[config.mk]
export PLATFORM = sky130hd
export DESIGN_NAME = cond_flag_evaluator
export DESIGN_NICKNAME = d
export VERILOG_FILES = /design/src/rtl/cond_flag_evaluator.sv
export SDC_FILE = /design/constraint.sdc
export NUM_CORES = 1
export LEC_CHECK = 0
export ABC_AREA = 1
export BUFFER_PORTS_ARGS = -buffer_cell sky130_fd_sc_hd__buf_2
export CORE_ASPECT_RATIO = 2
export CORE_MARGIN = 4
export CORE_UTILIZATION = 30
export CTS_CLUSTER_SIZE = 20
export DETAILED_ROUTE_END_ITERATION = 16
export PLACE_DENSITY = 0.58
export SLEW_MARGIN = 20
export SYNTH_ARGS = -nofsm -noshare
export SYNTH_HDL_FRONTEND = slang
export SYNTH_SLANG_ARGS = --single-unit
[constraint.sdc]
create_clock -name clk -period 3.1 [get_ports clk]
set_clock_uncertainty 0.1 [all_clocks]
set_input_delay 0.31 -clock clk [delete_from_list [all_inputs] [get_ports clk]]
set_output_delay 0.31 -clock clk [all_outputs]
set_load 0.1 [all_outputs]
[src/rtl/cond_flag_evaluator.sv]
// Condition-code evaluator: holds the {C,Z,N,V} status register and answers
// ARM-style condition queries with a registered pass/fail over valid/ready.
module cond_flag_evaluator #(
  parameter int TAG_W     = 4,
  parameter int FWD_FLAGS = 1,
  parameter int CNT_W     = 16
) (
  input  logic             clk,
  input  logic             reset_n,
  input  logic [3:0]       flags_in,
  input  logic             flags_we,
  input  logic             req_valid,
  output logic             req_ready,
  input  logic [3:0]       req_cond,
  input  logic [TAG_W-1:0] req_tag,
  output logic             rsp_valid,
  input  logic             rsp_ready,
  output logic             rsp_pass,
  output logic             rsp_undef,
  output logic [TAG_W-1:0] rsp_tag,
  output logic [3:0]       status,
  output logic [CNT_W-1:0] eval_count
);

  localparam bit FWD = (FWD_FLAGS != 0);

  logic       accept;
  logic [3:0] fsel;
  logic       flag_c, flag_z, flag_n, flag_v;
  logic       cond_pass;
  logic       cond_undef;

  assign req_ready = !rsp_valid || rsp_ready;
  assign accept    = req_valid && req_ready;

  // Same-cycle flag writes bypass the register only when forwarding is enabled.
  assign fsel   = (FWD && flags_we) ? flags_in : status;
  assign flag_v = fsel[0];
  assign flag_n = fsel[1];
  assign flag_z = fsel[2];
  assign flag_c = fsel[3];

  always_comb begin
    cond_pass  = 1'b0;
    cond_undef = 1'b0;
    case (req_cond)
      4'h0: cond_pass = flag_z;
      4'h1: cond_pass = !flag_z;
      4'h2: cond_pass = flag_c;
      4'h3: cond_pass = !flag_c;
      4'h4: cond_pass = flag_n;
      4'h5: cond_pass = !flag_n;
      4'h6: cond_pass = flag_v;
      4'h7: cond_pass = !flag_v;
      4'h8: cond_pass = flag_c && !flag_z;
      4'h9: cond_pass = !flag_c || flag_z;
      4'hA: cond_pass = (flag_n == flag_v);
      4'hB: cond_pass = (flag_n != flag_v);
      4'hC: cond_pass = !flag_z && (flag_n == flag_v);
      4'hD: cond_pass = flag_z || (flag_n != flag_v);
      4'hE: cond_pass = 1'b1;
      default: begin
        cond_pass  = 1'b0;
        cond_undef = 1'b1;
      end
    endcase
  end

  always_ff @(posedge clk) begin
    if (!reset_n) begin
      status <= 4'h0;
    end else if (flags_we) begin
      status <= flags_in;
    end
  end

  // Response fields only load on accept, so a stalled result stays frozen.
  always_ff @(posedge clk) begin
    if (!reset_n) begin
      rsp_valid <= 1'b0;
      rsp_pass  <= 1'b0;
      rsp_undef <= 1'b0;
      rsp_tag   <= '0;
    end else if (accept) begin
      rsp_valid <= 1'b1;
      rsp_pass  <= cond_pass;
      rsp_undef <= cond_undef;
      rsp_tag   <= req_tag;
    end else if (rsp_ready) begin
      rsp_valid <= 1'b0;
    end
  end

  always_ff @(posedge clk) begin
    if (!reset_n) begin
      eval_count <= '0;
    end else if (accept && (eval_count != {CNT_W{1'b1}})) begin
      eval_count <= eval_count + 1'b1;
    end
  end

endmodule

==> impl_metrics.json, run 1 <==
{
  "setup_violations": 0,
  "worstPathArrival_ps": 1900,
  "boundaryPins": 45,
  "relSlewSlack_pct": 67.0,
  "postLayoutCellArea_um2": 1840,
  "crit_type": "reg2reg",
  "outcome": "complete, no violations",
  "die_w_um": 58.5,
  "ys_seq_area_share_pct": 35.3,
  "p_clk_share_pct": 27.1,
  "p_switching_w": 0.000284,
  "grt_pass1_wl_mm": 6.87,
  "syn_inst": 232,
  "drcViolationCount": 0,
  "power_frac_seq_pct": 47.3,
  "coreArea_um2": 4910,
  "p_comb_share_pct": 25.6,
  "dp_hpwl_mm": 3.39,
  "grt_max_degree": 18,
  "regToRegSetupSlack_ps": 1320,
  "synth_area_um2": 1530,
  "critical_path.max_fanout": 12,
  "worstMarginPinSlew_ps": 498,
  "ant_nets": 0,
  "die_area_um2": 6380,
  "synth_cell_types": 25,
  "grtUsageTotal_pct": 14.1,
  "max_cap_viol_count": 0,
  "switching_share_pct": 36.6,
  "synth_warnings": 0,
  "maxSlewViolCount": 0,
  "avgSynthCellArea_um2": 6.60,
  "fin_util_pct": 37.5,
  "areaGrowthSynthToFinish_pct": 20.3,
  "syn_nets": 250,
  "ctsHoldBuffers": 0,
  "avgViaCountPerCell": 4.79,
  "p_leak_nw": 0.885,
  "period_minus_slack_ps": 1780,
  "nets": 295,
  "crit_required_ps": 3220,
  "insertion_delay_ps": 280,
  "fp.dieH_um": 109,
  "numCtsBuffers": 3,
  "n_fill_cell": 547,
  "grt_setup_unrepaired": "false",
  "num_rows": 36,
  "final_layout_size_suffix_gt1_share_pct": 26.4,
  "hold_viol": 0,
  "initial_core_util_pct": 31.2,
  "grt.busiest_layer": "met2",
  "dpl_cell_area_um2": 1790,
  "wl_per_cell_um": 12.4,
  "diodes": 0,
  "crit_path_start_kind": "flip-flop",
  "clock_path_buffers": 2,
  "synth_seq_cells": 27,
  "grt_use_met1_pct": 13.3,
  "routabilityCongestion": 0.890,
  "antenna_found_initial": 0,
  "cts_tree": "yes",
  "cts_root_buffer": "clkbuf_8",
  "power_density_nw_per_um2": 422,
  "htree_levels": 1,
  "postCtsSetupBuffers": 0,
  "endpoint_kind": "flip-flop",
  "hold_class": "in2reg",
  "vias": 1596,
  "clk_pin_slew_worst_paths_ps": 100,
  "grt_pass1_vias": 1559,
  "cts.sinks": 27,
  "period_share_pct": 57.5,
  "drt_first_pass_iters": 4,
  "timing.fmax_mhz": 561,
  "gr-usage-met2_pct": 27.1,
  "fin_setup_tns_ps": 0,
  "irDropWorstVdd_mv": 0.296,
  "drt_wl_total_mm": 4.14,
  "drtIter0Drc": 50,
  "portBuffers": 44,
  "ctsResizeCount": 0,
  "cellInternalPower_w": 0.000493,
  "grtUsageMet3_pct": 1.78,
  "grt_overflow": 0
}
-- through the flow --
stage                     total power [W]  worst slack [ps]  hold WS (ps)  cells
after floorplan                  0.000537               477           348    232
after global placement           0.000577              1380           374    329
after detailed placement         0.000576              1350           368    329
after CTS                        0.000791              1300           176    333
after global routing             0.000820              1050           194    333
final                            0.000778              1320           180    333
-- power groups by stage --
stage	registers [W]	logic, W	clock network [W]
after floorplan	0.000465	0.0000718	0
after global placement	0.000376	0.000200	0
after detailed placement	0.000376	0.000200	0
after CTS	0.000368	0.000201	0.000222
after global routing	0.000370	0.000215	0.000235
final	0.000368	0.000199	0.000211
-- layer usage --
| layer | share of wire (%) | wire length, um | vias up |
|---|---|---|---|
| li1 | - | - | 831 |
| met1 | 35 | 1450 | 709 |
| met2 | 57 | 2350 | 44 |
| met3 | 4.4 | 183 | 12 |
| met4 | 3.7 | 153 | 0 |
| met5 | 0 | 0 | - |
-- placed cells by master (no fill, tap or decap), types with 2 or more instances in the layout --
master | netlist | final
inv_2 | 3 | 3
buf_2 | 0 | 44
dfxtp_1 | 27 | 27
nor3_1 | 6 | 6
nand2_2 | 14 | 14
clkbuf_8 | 0 | 3
inv_1 | 25 | 25
o21ai_0 | 10 | 10
nand3_1 | 14 | 14
nor2_1 | 32 | 32
nor3_2 | 2 | 2
nand4_1 | 3 | 3
a21oi_1 | 16 | 16
nor3_4 | 2 | 2
nand3_2 | 2 | 2
o21ai_1 | 3 | 3
xor2_1 | 4 | 4
nand2_1 | 59 | 59
-- cell type report --
type	instances	area (um2)	area share, %
Clock buffer	3	41.3	2.24
Inverter	28	105	5.70
Timing Repair Buffer	44	220	11.9
Multi-Input combinational cell	173	856	46.4
Sequential cell	27	541	29.3
Clock inverter	1	8.76	0.475
Tap cell	57	71.3	3.87
-- critical path, cell delays in order (launching register included) --
cell and delay (ps):
dfxtp_1 390, ha_1 200, nand3_1 100, nor2_1 130, nand3_1 90, nand2_2 220, inv_2 160, nand3_1 110
o21ai_0 80, a21oi_1 130
-- cells in the mapped netlist (all sizes together) --
cell type / count / area share, %
o21ai: 13 / 4.2
nor3b: 1 / 0.49
buf: 3 / 1.7
nor2: 33 / 8.6
nand4: 3 / 1.2
xor2: 4 / 2.3
nand3b: 1 / 0.49
nor3: 10 / 5.4
ha: 1 / 0.82
clkbuf: 1 / 0.24
inv: 28 / 6.9
nand3: 16 / 5.9
o21bai: 1 / 0.49
dfxtp: 27 / 35
nand2: 73 / 20
a21oi: 17 / 5.8
-- sequential cells by signal, indices dropped and copies added, names as in the netlist --
name,cells
eval_count,16
rsp_pass,1
status,4
rsp_tag,4
rsp_valid,1
rsp_undef,1
-- kinds of logic (layout without fill, tap and decap cells) --
group           count (synthesis)  after routing  share of synthesized area, %
xor+xnor                        4              4                          2.29
flops                          27             27                          35.3
simple gates                  137            137                          42.2
compound gates                 31             31                          10.5
buf+inv                        32             76                          8.82
fa+ha+maj                       1              1                         0.817
-- path summary, 6_finish.rpt --
check,cells after the start,end,from
worst max-delay path,9,eval_count[8],eval_count[0]
worst min-delay path,3,rsp_tag[1],req_tag[1]
worst max register to register,9,eval_count[8],eval_count[0]
worst min register to register,2,rsp_pass,rsp_pass
(Power assumes the default switching activity.)
==> inputs of run 2 (changes only) <==
Settings changed: ABC_AREA 1 to 0, PLACE_DENSITY 0.58 to 0.6.
Clock period 3.1 ns to 1.6 ns, I/O delays scaled along.
==> run 2 against run 1 <==
Net effect: sequential power is 86% higher; the flow now finishes with violations (setup timing); sequential share of layout area is 0.18 points lower; wire length is 8.5% lower; final area is 13% higher; largest cell class unchanged; largest power group unchanged; worst setup slack worse by 1400 ps; first-iteration DRC count is 50% lower; register-to-register slack worse by 1400 ps; sequential cell count stayed put.
==> impl_metrics.json, run 2 <==
{
  "diodes": 0,
  "ant_nets": 0,
  "synth_warnings": 0,
  "grt_setup_unrepaired": "true",
  "max_cap_viol_count": 0,
  "initial_core_util_pct": 30.7,
  "insertion_delay_ps": 270,
  "relSlewSlack_pct": 67.3,
  "slowest_stage": "dfxtp_4",
  "die_w_um": 57.9,
  "synth-edff-count": 0,
  "mostFrequentLayoutCells": "buf_2, buf_4, nand2_1, dfxtp_4, and2_1",
  "avgViaCountPerCell": 4.84,
  "num_rows": 36,
  "coreArea_um2": 4860,
  "regToRegSetupSlack_ps": -40,
  "htree_levels": 1,
  "avgSynthCellArea_um2": 9.38,
  "dp_slack_ps": -22.5,
  "dp_hpwl_mm": 3.02,
  "fin_util_pct": 43.0,
  "crit_path_start_kind": "flip-flop",
  "failed_checks": "setup timing",
  "cp_cell_sequence": "ha_4, nand2_4, nor4_4, buf_12, a21oi_2, xor2_1, and2_1",
  "grt_overflow": 0,
  "p_switching_w": 0.000494,
  "clk_pin_slew_worst_paths_ps": 90,
  "period_minus_slack_ps": 1640,
  "portBuffers": 44,
  "synth_area_um2": 1490,
  "synthArstFlopShare_pct": 0,
  "switching_share_pct": 34.2,
  "critPathLaunch": "eval_count[0]",
  "outcome": "finished, violations left",
  "worstMarginPinSlew_ps": 494,
  "p_comb_share_pct": 25.2,
  "hold_class": "in2reg",
  "cp-endpoint": "eval_count[0]",
  "syn_inst": 159,
  "grt_pass1_vias": 1414,
  "worstRegToRegCells": 7,
  "boundaryPins": 45,
  "routabilityCongestion": 0.766,
  "fp.dieH_um": 108,
  "synth_seq_cells": 27,
  "worstReg2RegStart": "eval_count[0]",
  "drcViolationCount": 0,
  "cts_tree": "yes",
  "power_frac_seq_pct": 47.6,
  "ctsHoldBuffers": 0,
  "dpl_cell_area_um2": 2020,
  "grt_pass1_wl_mm": 6.44,
  "grtUsageTotal_pct": 13.2,
  "drt_wl_total_mm": 3.79,
  "final_layout_size_suffix_gt1_share_pct": 49.1,
  "largest_register_ff_count": 16,
  "synth_common_cells": "dfxtp_1, nand2_1, and2_1",
  "critical_path.max_fanout": 11,
  "ys_seq_area_share_pct": 36.2,
  "irDropWorstVdd_mv": 0.330,
  "netlist_top_cells_area": "dfxtp_1, xor2_1, and2_1, mux2i_1, nand2_1",
  "hold_path_depth": 3,
  "drtIter0Drc": 25,
  "wl_per_cell_um": 13.7,
  "timing.fmax_mhz": 609,
  "clock_path_buffers": 2,
  "endpoint_kind": "flip-flop",
  "areaGrowthSynthToFinish_pct": 40.2,
  "regMostFlops": "eval_count",
  "worstPathArrival_ps": 1720,
  "worst_path_largest_cell_delay_ps": 370,
  "nets": 239,
  "setup_ws_ps": -43.3,
  "p_leak_nw": 0.993,
  "period_share_pct": 103,
  "grt_max_degree": 29,
  "die_area_um2": 6230,
  "postCtsSetupBuffers": 0,
  "crit_type": "reg2reg",
  "synth_top_area_share_pct": 36.2,
  "synth_most_common_cell": "dfxtp_1",
  "maxSlewViolCount": 0,
  "syn_nets": 177,
  "total_power_w": 0.00144,
  "synth_cell_types": 49,
  "crit_required_ps": 1680,
  "synth_flop_cell": "dfxtp_1",
  "final_common_cell": "buf_2",
  "n_fill_cell": 508,
  "cellInternalPower_w": 0.000949,
  "power_density_nw_per_um2": 690,
  "vias": 1341,
  "r2r-end": "eval_count[0]",
  "antenna_found_initial": 0,
  "postLayoutCellArea_um2": 2090,
  "drt_first_pass_iters": 4,
  "cts.sinks": 27,
  "setup_violations": 11,
  "cts_root_buffer": "clkbuf_8",
  "synth.largest_area_cell": "dfxtp_1",
  "numCtsBuffers": 3,
  "hold_viol": 0,
  "p_clk_share_pct": 27.2,
  "top_regs": "eval_count: 16 flops, rsp_tag: 4 flops, status: 4 flops"
}
## run 2: cell count changes in the layout (fill, tap and decap cells not counted), moves of 8 or more
cell     change
dfxtp_4     +17
o21ai_0      -9
a21oi_1     -14
inv_1       -23
nand3_1     -10
nand2_2     -13
dfxtp_1     -21
buf_4       +22
nor2_1      -32
and2_1      +14
nand2_1     -42
xor2_1       +8
## run 2: timing repair
| action | in CTS | in global routing |
|---|---|---|
| gates resized for setup | 0 | 5 |
| pin swaps | 0 | 7 |
| setup endpoints to repair | 11 | 15 |
## run 2: worst min-delay path by stage
stage	start	to
finish	req_tag[0]	rsp_tag[0]
global route	req_tag[3]	rsp_tag[3]
CTS	req_tag[2]	rsp_tag[2]
detailed placement	req_tag[2]	rsp_tag[2]
global placement	req_tag[2]	rsp_tag[2]
floorplan	req_valid	rsp_valid
## run 2: per-layer routing
layer  up-vias  track usage [%]  share of wire [%]
met4         0             3.98                1.1
met5         -                0                  0
met3         4             1.92                4.2
met1       629             13.0                 36
li1        681                -                  -
met2        27             26.6                 59
## run 2: power by group through the flow
stage	registers, W	logic [W]	clock network [W]
2_1_floorplan	0.000862	0.000122	0
3_3_place_gp	0.000702	0.000363	0
3_5_place_dp	0.000702	0.000364	0
4_1_cts	0.000687	0.000365	0.000412
5_1_grt	0.000689	0.000390	0.000437
6_report	0.000686	0.000364	0.000392
## run 2: final cells by class
type                    count  area (um2)  area share [%]
repair buffers             67         405            19.4
multi-input cells         120         952            45.5
flip-flops and latches     27         609            29.1
well taps                  57        71.3            3.41
clock buffers               4        45.0            2.15
inverters                   2        7.51           0.359
## run 2: logic make-up after synthesis
family	Yosys count	share of synthesized area, %
AOI/OAI and AO/OA	24	14.4
buffers and inverters	12	4.19
and+or+nand+nor	69	28.2
DFF	27	36.2
adders and majority gates	1	0.839
muxes	9	6.12
xor gates and xnor gates	17	9.98
## run 2: through the flow
stage               setup TNS (ps)  std cells  hold WS, ps
floorplan                    -3130        159          201
global placement              -105        273          314
detailed placement           -79.6        273          321
CTS                           -436        277         22.8
global route                  -973        277         45.5
finish                        -285        277         29.1
## run 2: critical path: cells and delay by family, from the launching register on
kind | cells | cell delay, ps
DFF | 1 | 370
adders and majority gates | 1 | 140
and+or+nand+nor | 3 | 530
AOI/OAI and AO/OA | 1 | 80
buffers and inverters | 1 | 190
xor gates and xnor gates | 1 | 140
